===== src/rtl/edge_det_multi.sv =====
// edge_det_multi: per-channel synchronised, glitch-filtered edge detector with
// mode-selected events, sticky w1c flags, saturating counters and an irq.
module edge_det_multi #(
  parameter int N_CH        = 4,
  parameter int SYNC_STAGES = 2,
  parameter int FILT_CYCLES = 3,
  parameter int CNT_W       = 8
) (
  input  logic                  clk,
  input  logic                  rst_n,
  input  logic [N_CH-1:0]       sig,
  input  logic [2*N_CH-1:0]     mode,
  input  logic [N_CH-1:0]       clr,
  output logic [N_CH-1:0]       pe,
  output logic [N_CH-1:0]       ne,
  output logic [N_CH-1:0]       evt,
  output logic [N_CH-1:0]       flag,
  output logic [N_CH*CNT_W-1:0] cnt,
  output logic                  irq
);
  localparam int FW = $clog2(FILT_CYCLES + 1);
  localparam logic [FW-1:0] FMAX = FW'(FILT_CYCLES - 1);
  logic [N_CH-1:0] flag_nx;
  for (genvar i = 0; i < N_CH; i++) begin : g_ch
    logic [SYNC_STAGES-1:0] sy;
    logic [FW-1:0]          fc;
    logic                   filt, s, acc, pe_nx, ne_nx, evt_nx, p, n, e, f;
    logic [CNT_W-1:0]       c;
    assign s       = sy[SYNC_STAGES-1];
    assign acc     = (s != filt) && (fc == FMAX);
    assign pe_nx   = acc & s;
    assign ne_nx   = acc & ~s;
    assign evt_nx  = (pe_nx & mode[2*i]) | (ne_nx & mode[2*i+1]);
    assign flag_nx[i] = evt_nx | (f & ~clr[i]);
    always_ff @(posedge clk or negedge rst_n) begin
      if (!rst_n) begin
        sy   <= '0;
        fc   <= '0;
        filt <= 1'b0;
        p    <= 1'b0;
        n    <= 1'b0;
        e    <= 1'b0;
        f    <= 1'b0;
        c    <= '0;
      end else begin
        sy   <= {sy[SYNC_STAGES-2:0], sig[i]};
        fc   <= (s == filt || acc) ? '0 : fc + 1'b1;
        filt <= acc ? s : filt;
        p    <= pe_nx;
        n    <= ne_nx;
        e    <= evt_nx;
        f    <= flag_nx[i];
        // clear wins first, so a coinciding event leaves a count of one
        c    <= clr[i] ? CNT_W'(evt_nx) : (evt_nx && c != '1) ? c + 1'b1 : c;
      end
    end
    assign pe[i]   = p;
    assign ne[i]   = n;
    assign evt[i]  = e;
    assign flag[i] = f;
    assign cnt[CNT_W*i +: CNT_W] = c;
  end
  always_ff @(posedge clk or negedge rst_n) begin
    if (!rst_n) irq <= 1'b0;
    else        irq <= |flag_nx;
  end
endmodule


===== config.mk =====
export PLATFORM = sky130hd
export DESIGN_NAME = edge_det_multi
export DESIGN_NICKNAME = d
export VERILOG_FILES = /design/src/rtl/edge_det_multi.sv
export SDC_FILE = /design/constraint.sdc
export NUM_CORES = 1
export LEC_CHECK = 0
export CAP_MARGIN = 20
export CORE_AREA = 2 2 84 86
export DETAILED_ROUTE_END_ITERATION = 7
export DIE_AREA = 0 0 86 88
export GPL_TIMING_DRIVEN = 0
export PLACE_DENSITY = 0.8
export SLEW_MARGIN = 5
export SYNTH_ARGS = -nofsm -noshare
export SYNTH_HDL_FRONTEND = slang
export SYNTH_SLANG_ARGS = --single-unit
export TNS_END_PERCENT = 1

===== constraint.sdc =====
create_clock -name clk -period 2.1 [get_ports clk]
set_input_delay 0.63 -clock clk [delete_from_list [all_inputs] [get_ports clk]]
set_output_delay 0.63 -clock clk [all_outputs]
set_load 0.01 [all_outputs]

==> results of run 1 <==
## per-layer routing
metal | wire length (um) | vias to the layer above | track usage [%]
met3 | 313 | 17 | 3.487
met4 | 162 | 0 | 10.39
li1 | - | 1267 | -
met2 | 3061 | 88 | 28.61
met1 | 2841 | 1254 | 22.49
met5 | 0 | - | 0
## power by group through the flow
stage / Sequential (uW) / Clock [uW] / Combinational, uW
2_1_floorplan: 1640 / 0 / 452
3_3_place_gp: 1660 / 0 / 707
4_1_cts: 1640 / 1110 / 736
5_1_grt: 1670 / 1170 / 838
3_5_place_dp: 1670 / 0 / 732
6_report: 1640 / 1080 / 741
## critical path, stage by stage
cell and delay (ns):
clkdlybuf4s50_1 0.48, nand4b_1 0.16, and2_4 0.18, buf_2 0.18
nor4_4 0.30, mux2_1 0.34
## placed cells by master, fill, tap and decap left out, types with 4 or more instances in the layout
| cell | count |
|---|---|
| dfrtp_1 | 69 |
| clkdlybuf4s50_1 | 64 |
| a21oi_1 | 20 |
| nor2_1 | 19 |
| inv_1 | 17 |
| buf_4 | 17 |
| nand2_1 | 14 |
| nand3_1 | 13 |
| nor2b_1 | 11 |
| o21ai_0 | 11 |
| or4_1 | 10 |
| o31ai_1 | 10 |
| clkbuf_8 | 10 |
| nor3_1 | 6 |
| nand4_1 | 6 |
| ha_1 | 6 |
| and4_1 | 5 |
| and2_1 | 4 |
| or3_1 | 4 |
## state kept, by name, summed over array words and instances, names as in the netlist
signal     cells
g_ch.n         4
g_ch.p         4
g_ch.e         4
g_ch.sy        8
irq            1
g_ch.filt      4
g_ch.fc        8
g_ch.f         4
g_ch.c        32
## worst min-delay path by stage
| stage | depth (start not counted) | endpoint |
|---|---|---|
| after floorplan | 0 | g_ch[0].c[0] |
| after global placement | 0 | g_ch[2].sy[1] |
| after detailed placement | 0 | g_ch[2].sy[1] |
| after CTS | 2 | g_ch[3].p |
| after global routing | 2 | g_ch[2].sy[1] |
| final | 2 | g_ch[2].sy[0] |
## cell type report
type / instances / area share, %
inverter: 20 / 1.753
tap: 80 / 2.338
buffer: 25 / 4.062
timing repair buffer: 66 / 15.78
clock inverter: 6 / 1.432
multi-input combinational: 194 / 31.09
clock buffer: 10 / 3.214
sequential: 69 / 40.33
## what timing repair did
item | CTS | global route
resized for setup | 0 | 9
endpoints found under the setup margin | 0 | 8
buffers inserted | 0 | 0
## kinds of logic after synthesis
| kind of cell | share of synthesized area [%] |
|---|---|
| buffers and inverters | 7.574 |
| adder cells (fa/ha/maj) | 3.061 |
| flip-flops | 52.79 |
| AND/OR/NAND/NOR | 20.05 |
| AO/OA/AOI/OAI | 14.19 |
| multiplexers | 2.333 |
## cells in the mapped netlist, types with 8 or more instances
library cell,count
nor2_1,19
inv_1,17
dfrtp_1,69
buf_4,16
nor2b_1,11
ha_1,8
nand2_1,14
or4_1,10
nand3_1,13
o31ai_1,10
o21ai_0,11
a21oi_1,20
## through the flow
| step | area, um^2 | hold WS, ns | total power, uW | TNS [ns] |
|---|---|---|---|---|
| 6_report | 4282 | 0.2704 | 3459 | 0 |
| 5_1_grt | 4282 | 0.3060 | 3675 | -0.02562 |
| 4_1_cts | 4245 | 0.2937 | 3482 | 0 |
| 3_5_place_dp | 4046 | 0.3373 | 2398 | -2.966 |
| 3_3_place_gp | 4021 | 0.3334 | 2364 | -134.28 |
| 2_1_floorplan | 3271 | 0.3312 | 2097 | 0 |
==> impl_metrics.ini, run 1 <==
[cells_and_area]
final_util_pct = 64.44
ff_latch_area_mm2 = 0.001727
fin_cells = 470
drive_above_1_share_pct = 14.36
multi_input_area_mm2 = 0.001331
diodes = 0
nFillCells = 518
num-nets-final = 411
area_growth_pct = 30.91

[route]
post-route-drc-count = 0
vias_per_cell = 5.587
firstDrtPassIters = 4
drt-initial-drc-count = 133
ant_nets = 0
num_vias = 2626
totalWireLength_um = 6379
routedWlPerCell_um = 13.57

[timing]
rsz0062_at_grt = yes
min_period_ns = 2.048
setup_violations = 0
slew_headroom_pct = 51.02
fmax_mhz = 488.2
fin_skew_ns = 0.007314
slew_violations = 0
final.setup.worst_slack_ns = 0.05182
tightest_slew_ns = 0.7290
hold_viol = 0
finalCritPeriodShare_pct = 97.53

[synthesis]
synth_cell_types = 50
syn_area_mm2 = 0.003271
ys_warn_count = 0
yosysTopAreaCell = dfrtp_1
syn-num-nets = 334
synth.yosys.seq_area_share_pct = 52.79
synth_cells = 308
yosys.area.top_type_share_pct = 52.79
synth_area_leaders = dfrtp_1 53%, buf_4 3.7%, a21oi_1 3.1%, ha_1 3.1%, o31ai_1 2.3%
synthArstFlopShare_pct = 100.0
synthFlopType = dfrtp_1
synth-seq-cells = 69
syn_avg_cell_area_um2 = 10.62
synth-edff-count = 0

[worst_setup_path]
path_max_fanout = 10
worstPathArrival_ns = 2.27
crit_path_start = mode[1]
r2r_end = g_ch[2].c[5]
r2r_cells = 7
r2r_setup_slack_ns = 0.12
start_kind = input port
timing.rr.start = g_ch[2].fc[0]
end_kind = flop
path_class = input port to flop
required_ns = 2.32
crit_end = g_ch[0].c[5]

[cts]
clkTransAtPathRegs_ns = 0.07
clockBufferDepth = 2
cts_tree = built
cts_sinks = 69
clock-root-buffer = clkbuf_8
clk_latency_ns = 0.34
hold_buffers = 0
cts_buffers = 9
cts-htree-levels = 3

[placed_design]
hpwl_um = 4437
placedCellCount = 454
pre_cts_ws_ns = -0.3423
gp_congestion = 0.8619
portBuffers = 65

[power_and_ir_drop]
swShare_pct = 28.52
power_density_mw_per_mm2 = 807.9
pwr-share-clk_pct = 31.2
internal_power_uw = 2473
leakage_uw = 0.001827
p_switching_uw = 986.6
power_frac_seq_pct = 47.4
comb_power_share_pct = 21.4
irDropWorstVdd_uv = 481.1

[floorplan]
std_cell_rows = 30
design.die.area_mm2 = 0.007568
start_util_pct = 49.23
io_pins = 67
coreArea_mm2 = 0.006644
fp.dieW_um = 86
die_h_um = 88

[hold_path]
holdCritPathClass = input port to asynchronous set/reset pin

[global_route]
grt_pass1_wl_um = 10720
antenna_found_initial = 0
grt_overflow = 0
track_usage_pct = 17.79
grt_max_degree = 70
grt_pass1_vias = 2492

[flow_run]
maxCapViolations = 0

[run_status]
outcome = finished, final reports clean
Note: power is estimated with default switching activity, not from simulation.
==> run 2: changes to the inputs <==
- GPL_ROUTABILITY_DRIVEN: default -> 0
- PLACE_DENSITY: 0.8 -> 0.77
==> impl_metrics.ini, run 2 (synthesized netlist as in run 1, its figures left out) <==
[worst_setup_path]
required_ns = 2.32
path_max_fanout = 10
end_kind = flop
worstPathArrival_ns = 2.29
start_kind = input port
path_class = input port to flop

[floorplan]
io_pins = 67
start_util_pct = 49.23
design.die.area_mm2 = 0.007568
fp.dieW_um = 86
coreArea_mm2 = 0.006644
die_h_um = 88
std_cell_rows = 30

[cts]
clk_latency_ns = 0.34
cts_buffers = 9
hold_buffers = 0
cts-htree-levels = 3
clkTransAtPathRegs_ns = 0.07
clockBufferDepth = 2
post_cts_buffers = 0
clock-root-buffer = clkbuf_8
cts_sinks = 69
cts_tree = built

[route]
routedWlPerCell_um = 14.25
post-route-drc-count = 0
ant_nets = 0
num_vias = 2587
vias_per_cell = 5.504
drt-initial-drc-count = 123
totalWireLength_um = 6698
firstDrtPassIters = 4

[power_and_ir_drop]
irDropWorstVdd_uv = 576.4
power_density_mw_per_mm2 = 855.1
swShare_pct = 26.39
comb_power_share_pct = 20.1
leakage_uw = 0.001836
pwr-share-clk_pct = 35.4
p_switching_uw = 972.3
internal_power_uw = 2712
power_frac_seq_pct = 44.5

[cells_and_area]
num-nets-final = 411
layout_common_cells = 69 x dfrtp_1, 64 x clkdlybuf4s50_1, 20 x a21oi_1
multi_input_area_mm2 = 0.001325
regMostFlops = g_ch.c
fin_area_mm2 = 0.004308
final_util_pct = 64.84
drive_above_1_share_pct = 13.59
area_growth_pct = 31.71
diodes = 0
nFillCells = 537
layout_commonest_cell = dfrtp_1
reg_top3 = g_ch.c: 32 flops, g_ch.fc: 8 flops, g_ch.sy: 8 flops
ff_latch_area_mm2 = 0.001727
largest_reg_flops = 32

[placed_design]
hpwl_um = 4561
portBuffers = 65
pre_cts_ws_ns = -0.3526
place_area_mm2 = 0.004039

[timing]
min_period_ns = 2.066
final.setup.worst_slack_ns = 0.03420
finalCritPeriodShare_pct = 98.37
tightest_slew_ns = 0.6962
rsz0062_at_grt = yes
slew_headroom_pct = 53.23
fmax_mhz = 484.1
fin_skew_ns = 0.008455
hold_viol = 0
setup_violations = 0
slew_violations = 0

[global_route]
grt_pass1_vias = 2390
grt_overflow = 0
grt_max_degree = 42
grt_pass1_wl_um = 11100
track_usage_pct = 18.74
antenna_found_initial = 0

[flow_run]
maxCapViolations = 0

[hold_path]
holdCritPathClass = input port to asynchronous set/reset pin

[run_status]
outcome = finished, final reports clean
[run 2: routing by layer]
layer  wire length [um]  GRT usage [%]  vias to the layer above
met2               3111          29.32                       75
met4                 70          6.638                        0
met5                  0              0                        -
li1                   -              -                     1265
met3                334          6.598                        6
met1               3182          24.33                     1241
[run 2: power by group through the flow]
stage	Combinational (uW)	Clock [uW]	Sequential, uW
after detailed placement	736	0	1670
final	742	1300	1640
after floorplan	452	0	1640
after global routing	837	1380	1670
after global placement	709	0	1660
after CTS	742	1330	1640
[run 2: critical path, stage by stage]
cell and delay (ns):
clkdlybuf4s50_1 0.48, nand4b_1 0.15, and2_4 0.20, buf_2 0.18, nor4_4 0.30, mux2_1 0.34
[run 2: per-stage QoR]
step	std cells	power, uW	setup TNS (ns)	hold slack, ns
after floorplan	308	2097	0	0.3312
after global placement	453	2364	-135.26	0.3331
after detailed placement	454	2402	-3.084	0.3347
after CTS	470	3715	0	0.2079
after global routing	470	3894	-0.01939	0.2239
final	470	3684	0	0.2122
[run 2: final cells by class]
class,count,area share (%)
flip-flops and latches,69,40.08
multi-input cells,194,30.76
repair buffers,66,15.51
plain buffers,25,4.008
clock buffers,12,3.369
well taps,80,2.324
clock inverters,4,2.207
inverters,20,1.743
[run 2: path summary, 6_finish.rpt]
path,startpoint,slack (ns),to,cells past startpoint
hold / removal,rst_n,0.21,g_ch[2].c[5],1
max in group asynchronous,rst_n,1.35,g_ch[3].c[0],2
setup reg to reg,g_ch[2].fc[0],0.10,g_ch[2].c[5],7
min in group clk,g_ch[1].sy[0],0.35,g_ch[1].sy[1],0
hold reg to reg,g_ch[1].sy[0],0.35,g_ch[1].sy[1],0
setup / recovery,mode[0],0.03,g_ch[0].c[5],6
[run 2: timing repair]
item	CTS	global route
resized for setup	1	5
endpoints found under the setup margin	1	5
cloned	0	0
